**config.mk**
```make
export PLATFORM = sky130hd
export DESIGN_NAME = rd_req_arb
export DESIGN_NICKNAME = d
export VERILOG_FILES = /design/src/rtl/rd_req_arb.sv
export SDC_FILE = /design/constraint.sdc
export NUM_CORES = 1
export LEC_CHECK = 0
export ABC_CLOCK_PERIOD_IN_PS = 3900
export CAP_MARGIN = 5
export CORE_MARGIN = 2
export CORE_UTILIZATION = 38
export DETAILED_ROUTE_END_ITERATION = 6
export HOLD_SLACK_MARGIN = 0.05
export PLACE_DENSITY = 0.83
export SLEW_MARGIN = 20
export SYNTH_ARGS = -nofsm -noshare
export SYNTH_HDL_FRONTEND = slang
export SYNTH_SLANG_ARGS = --single-unit
```
**constraint.sdc**
```tcl
create_clock -name clk -period 3.9 [get_ports clk]
set_clock_uncertainty 0.05 [all_clocks]
set_input_delay 1.17 -clock clk [delete_from_list [all_inputs] [get_ports clk]]
set_output_delay 1.17 -clock clk [all_outputs]
set_load 0.005 [all_outputs]
```
**src/rtl/rd_req_arb.sv**
```systemverilog
// rd_req_arb: shares the mem_rd DMA-read engine between the RX-buffer fetch
// path (r0) and the descriptor fetch path (r1). Owns the PCIe read-tag pool,
// caps outstanding reads at MX_OS_RQ and records which requester owns each
// tag so the completion path can route returning data.
module rd_req_arb #(
  parameter int MX_OS_RQ = 4,
  parameter int TAG_W    = 5
) (
  input  logic             clk,
  input  logic             rst,
  input  logic             r0_rd,
  input  logic [63:0]      r0_hst_addr,
  input  logic [8:0]       r0_rd_qw,
  output logic             r0_rd_ack,
  output logic [TAG_W-1:0] r0_rd_tag,
  input  logic             r1_rd,
  input  logic [63:0]      r1_hst_addr,
  input  logic [8:0]       r1_rd_qw,
  output logic             r1_rd_ack,
  output logic [TAG_W-1:0] r1_rd_tag,
  output logic             mrd_rd,
  output logic [63:0]      mrd_hst_addr,
  output logic [8:0]       mrd_rd_qw,
  output logic [TAG_W-1:0] mrd_rd_tag,
  input  logic             mrd_rd_ack,
  input  logic             cpl_dn,
  input  logic [TAG_W-1:0] cpl_tag,
  input  logic [TAG_W-1:0] lkp_tag,
  output logic             lkp_owner,
  output logic [5:0]       os_cnt,
  output logic             tag_err
);

  localparam logic [5:0] MAX_OS = 6'(MX_OS_RQ);

  typedef enum logic [1:0] {
    ST_IDLE  = 2'd0,
    ST_ISSUE = 2'd1,
    ST_HOLD1 = 2'd2,
    ST_HOLD2 = 2'd3
  } state_t;

  state_t                state_q, state_d;
  logic [MX_OS_RQ-1:0]   busy_q, busy_d;
  logic [MX_OS_RQ-1:0]   owner_q, owner_d;
  logic [5:0]            os_cnt_q, os_cnt_d;
  logic                  rr_q, rr_d;          // 0: r0 wins a tie next, 1: r1
  logic                  win_q, win_d;        // requester of the read in flight
  logic                  mrd_rd_q, mrd_rd_d;
  logic [63:0]           mrd_addr_q, mrd_addr_d;
  logic [8:0]            mrd_qw_q, mrd_qw_d;
  logic [TAG_W-1:0]      mrd_tag_q, mrd_tag_d;
  logic                  r0_ack_q, r0_ack_d;
  logic                  r1_ack_q, r1_ack_d;
  logic [TAG_W-1:0]      r0_tag_q, r0_tag_d;
  logic [TAG_W-1:0]      r1_tag_q, r1_tag_d;
  logic                  tag_err_q, tag_err_d;

  logic [MX_OS_RQ-1:0]   rel_vec_s;
  logic                  rel_hit_s;
  logic [MX_OS_RQ-1:0]   free_vec_s;
  logic [TAG_W-1:0]      free_tag_s;
  logic [MX_OS_RQ-1:0]   alloc_vec_s;
  logic                  alloc_s;
  logic                  gnt_s;
  logic                  lkp_owner_s;

  // Decode a completion release; only a currently busy in-range tag matches.
  always_comb begin
    rel_vec_s = {MX_OS_RQ{1'b0}};
    for (int i = 0; i < MX_OS_RQ; i++) begin
      rel_vec_s[i] = cpl_dn & (cpl_tag == TAG_W'(i)) & busy_q[i];
    end
    rel_hit_s = |rel_vec_s;
  end

  // Find the lowest-index free tag (scan downwards so the lowest one wins).
  always_comb begin
    free_tag_s = {TAG_W{1'b0}};
    free_vec_s = {MX_OS_RQ{1'b0}};
    for (int i = MX_OS_RQ - 1; i >= 0; i--) begin
      free_tag_s = busy_q[i] ? free_tag_s : TAG_W'(i);
    end
    for (int i = 0; i < MX_OS_RQ; i++) begin
      free_vec_s[i] = ~busy_q[i] & (free_tag_s == TAG_W'(i));
    end
  end

  // Combinational owner lookup for the completion path.
  always_comb begin
    lkp_owner_s = 1'b0;
    for (int i = 0; i < MX_OS_RQ; i++) begin
      lkp_owner_s = lkp_owner_s | (owner_q[i] & (lkp_tag == TAG_W'(i)));
    end
  end

  // Arbitration FSM: grant in IDLE, wait for mem_rd in ISSUE, then hold off 2 cycles.
  always_comb begin
    state_d    = state_q;
    rr_d       = rr_q;
    win_d      = win_q;
    mrd_rd_d   = mrd_rd_q;
    mrd_addr_d = mrd_addr_q;
    mrd_qw_d   = mrd_qw_q;
    mrd_tag_d  = mrd_tag_q;
    r0_ack_d   = 1'b0;
    r1_ack_d   = 1'b0;
    r0_tag_d   = r0_tag_q;
    r1_tag_d   = r1_tag_q;
    alloc_s    = 1'b0;
    gnt_s      = 1'b0;
    case (state_q)
      ST_IDLE: begin
        // Fullness uses the registered count: a tag freed this cycle is usable next cycle.
        if ((r0_rd | r1_rd) && (os_cnt_q < MAX_OS)) begin
          if (r0_rd && r1_rd) begin
            gnt_s = rr_q;
            rr_d  = ~rr_q;
          end else begin
            gnt_s = r1_rd;
          end
          win_d      = gnt_s;
          mrd_addr_d = gnt_s ? r1_hst_addr : r0_hst_addr;
          mrd_qw_d   = gnt_s ? r1_rd_qw : r0_rd_qw;
          mrd_tag_d  = free_tag_s;
          mrd_rd_d   = 1'b1;
          alloc_s    = 1'b1;
          state_d    = ST_ISSUE;
        end else begin
          state_d = ST_IDLE;
        end
      end
      ST_ISSUE: begin
        if (mrd_rd_ack) begin
          mrd_rd_d = 1'b0;
          if (win_q) begin
            r1_ack_d = 1'b1;
            r1_tag_d = mrd_tag_q;
          end else begin
            r0_ack_d = 1'b1;
            r0_tag_d = mrd_tag_q;
          end
          state_d = ST_HOLD1;
        end else begin
          state_d = ST_ISSUE;
        end
      end
      ST_HOLD1: state_d = ST_HOLD2;
      ST_HOLD2: state_d = ST_IDLE;
      default:  state_d = ST_IDLE;
    endcase
  end

  // Tag pool bookkeeping: apply allocation and release together.
  always_comb begin
    alloc_vec_s = alloc_s ? free_vec_s : {MX_OS_RQ{1'b0}};
    busy_d      = (busy_q | alloc_vec_s) & ~rel_vec_s;
    owner_d     = owner_q;
    for (int i = 0; i < MX_OS_RQ; i++) begin
      owner_d[i] = alloc_vec_s[i] ? gnt_s : owner_q[i];
    end
    os_cnt_d  = os_cnt_q + {5'd0, alloc_s} - {5'd0, rel_hit_s};
    tag_err_d = tag_err_q | (cpl_dn & ~rel_hit_s);
  end

  // State and output registers with synchronous reset.
  always_ff @(posedge clk) begin
    if (rst) begin
      state_q    <= ST_IDLE;
      busy_q     <= {MX_OS_RQ{1'b0}};
      owner_q    <= {MX_OS_RQ{1'b0}};
      os_cnt_q   <= 6'd0;
      rr_q       <= 1'b0;
      win_q      <= 1'b0;
      mrd_rd_q   <= 1'b0;
      mrd_addr_q <= 64'd0;
      mrd_qw_q   <= 9'd0;
      mrd_tag_q  <= {TAG_W{1'b0}};
      r0_ack_q   <= 1'b0;
      r1_ack_q   <= 1'b0;
      r0_tag_q   <= {TAG_W{1'b0}};
      r1_tag_q   <= {TAG_W{1'b0}};
      tag_err_q  <= 1'b0;
    end else begin
      state_q    <= state_d;
      busy_q     <= busy_d;
      owner_q    <= owner_d;
      os_cnt_q   <= os_cnt_d;
      rr_q       <= rr_d;
      win_q      <= win_d;
      mrd_rd_q   <= mrd_rd_d;
      mrd_addr_q <= mrd_addr_d;
      mrd_qw_q   <= mrd_qw_d;
      mrd_tag_q  <= mrd_tag_d;
      r0_ack_q   <= r0_ack_d;
      r1_ack_q   <= r1_ack_d;
      r0_tag_q   <= r0_tag_d;
      r1_tag_q   <= r1_tag_d;
      tag_err_q  <= tag_err_d;
    end
  end

  assign mrd_rd       = mrd_rd_q;
  assign mrd_hst_addr = mrd_addr_q;
  assign mrd_rd_qw    = mrd_qw_q;
  assign mrd_rd_tag   = mrd_tag_q;
  assign r0_rd_ack    = r0_ack_q;
  assign r0_rd_tag    = r0_tag_q;
  assign r1_rd_ack    = r1_ack_q;
  assign r1_rd_tag    = r1_tag_q;
  assign os_cnt       = os_cnt_q;
  assign tag_err      = tag_err_q;
  assign lkp_owner    = lkp_owner_s;

endmodule

```
==> results_dict.tcl <==
set metrics [dict create \
    status "completed" \
    syn_avg_cell_area_um2 7.92 \
    drt_wl_total_um 15600 \
    synth-main-ff-cell "dfxtp_1" \
    grt_max_degree 89 \
    rows 40 \
    io_pins 261 \
    synth_area_um2 4560 \
    core_um2 11900 \
    worst_pin_slew_ns 0.915 \
    setup_viol 0 \
    synth_seq_area_share_pct 44.3 \
    cts_resized 2 \
    powerDensity_nw_per_um2 670 \
    antenna_found_initial 0 \
    end_kind "primary output" \
    cpPeakStageDelay_ns 0.48 \
    dr.first_iter.drc_count 297 \
    cp.required_ns 2.68 \
    port_buffers 251 \
    p_total_uw 4960 \
    path_clk_slew_ns 0.06 \
    slew_headroom_pct 39.0 \
    cts_tree "yes" \
    hp-class "register to register" \
    crit_buf_inv 2 \
    antenna_left 0 \
    cts_max_level 3 \
    hpwl_um 10700 \
    fmax_mhz 265 \
    critPathTopFamily "buffers and inverters" \
    crit_slowest_cell "clkdlybuf4s50_1" \
    hold_viol_final 0 \
    die_x_um 114 \
    firstDrtPassIters 5 \
    die-area_um2 12900 \
    fin_crit_ns 3.78 \
    clockBufferDepth 2 \
    remaining_drc_errors 0 \
    die_h_um 114 \
    rsz0062_at_grt "no" \
    synth_cell_types 44 \
    synthArstFlopShare_pct 0 \
    diodes 0 \
    initial_core_util_pct 38.4 \
    post_cts_buffers 0 \
    startpoint_type "input pin" \
    ctsHoldBuffers 0 \
    root_buffer "clkbuf_16" \
    crit_chain "clkdlybuf4s50_1 -> mux4_2 -> nor4b_2 -> dlygate4sd2_1" \
    synthCells 576 \
    cap_violations 0 \
    crit_path_max_fanout 1 \
    cp.arrival_ns 2.56 \
    synth.largest_area_cell "dfxtp_1" \
    num-nets-final 967 \
    syn_to_final_growth_pct 62.3 \
    insertion_delay_ns 0.35 \
    numCtsBuffers 9 \
    synth.top_cells.by_count "160 x a21oi_1, 101 x dfxtp_1, 80 x o21ai_0" \
    wl_per_cell_um 16.4 \
    via_per_inst 5.53 \
    grt_pass1_wl_um 24700 \
    synth-edff-count 0 \
    synth_warnings 0 \
    power.leakage_uw 0.00273 \
    drv_slew 0 \
    crit_type "input pin to primary output" \
    cts.sinks 101 \
    yosys.area.top_type_share_pct 44.3 \
    hold_ws_ns 0.422 \
    synth.most_common_cell "a21oi_1" \
    gp_congestion 0.802 \
    ys_seq_elements 101 \
    grt_usage_pct 23.6 \
    synth_area_leaders "dfxtp_1 44%, a21oi_1 18%, o21ai_0 8.8%" \
    grt_pass1_vias 5126 \
    vias 5235 \
    layout-drive-gt1-share_pct 4.63 \
    overflow 0 \
    ir_drop_mv 0.342 \
    fin_crit_sh_pct 96.9 \
]
metal layers:
| metal | vias up | GRT usage, % | wire length (um) | share of wire (%) |
|---|---|---|---|---|
| li1 | 2486 | - | - | - |
| met1 | 2471 | 28.2 | 6260 | 40 |
| met2 | 236 | 39.2 | 7470 | 48 |
| met3 | 42 | 6.59 | 1300 | 8.3 |
| met4 | 0 | 11.5 | 539 | 3.5 |
| met5 | - | 0 | 0 | 0 |
cells by family after synthesis:
| logic type | synth area share, % |
|---|---|
| compound gates | 28.8 |
| xor+xnor | 0.384 |
| fa+ha+maj | 2.91 |
| buf+inv | 7.33 |
| flops | 44.3 |
| mux | 1.65 |
| other cells | 0.0822 |
| simple gates | 14.5 |
layout make-up:
cell class                      instances  area (um2)
Clock buffer                           16         292
Fill cell                            1003        4460
Inverter                               13        48.8
Multi-Input combinational cell        407        2240
Sequential cell                       101        2020
Tap cell                              147         184
Timing Repair Buffer                  263        2610
stage by stage:
step                utilization (%)  instances  area [um2]  TNS [ns]  setup slack [ns]
detailed placement             59.9        931        7100    -0.304            -0.170
global route                   62.4        947        7400         0            0.0119
finish                         62.4        947        7400         0             0.121
global placement               59.9        931        7100    -0.128           -0.0866
CTS                            62.4        947        7400         0             0.111
floorplan                         -        584        4590         0             0.358
worst reg2reg max path: stages, from the launching register on:
cell	delay, ns
dfxtp_1	0.32
inv_1	0.11
ha_1	0.16
or3b_1	0.38
nor3_4	0.15
inv_2	0.05
ha_1	0.28
inv_1	0.05
ha_1	0.16
inv_1	0.06
fa_1	0.40
nand2b_1	0.16
a21oi_1	0.18
nor3_1	0.07
nor3_1	0.21
registers in the layout (all words and copies together) (netlist names), named ones only:
signal and cells:
r1_rd_ack 1, mrd_hst_addr 64, state_q 1, os_cnt 6, mrd_rd_qw 9, r0_rd_ack 1
mrd_rd 1, r1_rd_tag 2, mrd_rd_tag 2, rr_q 1, tag_err 1, win_q 1
r0_rd_tag 2, busy_q 4, owner_q 4
path summary, 6_finish.rpt:
kind	startpoint	to	slack (ns)	cells after the start
worst max-delay path	lkp_tag[0]	lkp_owner	0.12	4
worst min-delay path	mrd_rd	mrd_rd	0.42	2
worst max register to register	os_cnt[4]	os_cnt[4]	1.01	14
worst min register to register	mrd_rd	mrd_rd	0.42	2
placed cells by master, fill, tap and decap left out, types with 3 or more instances in the layout:
master and count:
clkdlybuf4s50_1 249, a21oi_1 160, dfxtp_1 101, o21ai_0 80, nand3_1 77, nor2_1 14
inv_1 11, buf_4 11, nand2_1 10, ha_1 9, conb_1 9, clkbuf_16 9
or3_1 4, clkbuf_8 4, nor2b_1 3, mux2i_1 3, nand2b_1 3, a311oi_1 3
nor3_1 3, clkbuf_1 3
where the power goes:
part / internal [uW] / total [uW] / switching [uW]
Sequential: 1470 / 1710 / 239
Combinational: 1230 / 2370 / 1140
Clock: 504 / 882 / 378
Total: 3200 / 4960 / 1750
(Power assumes the default switching activity.)
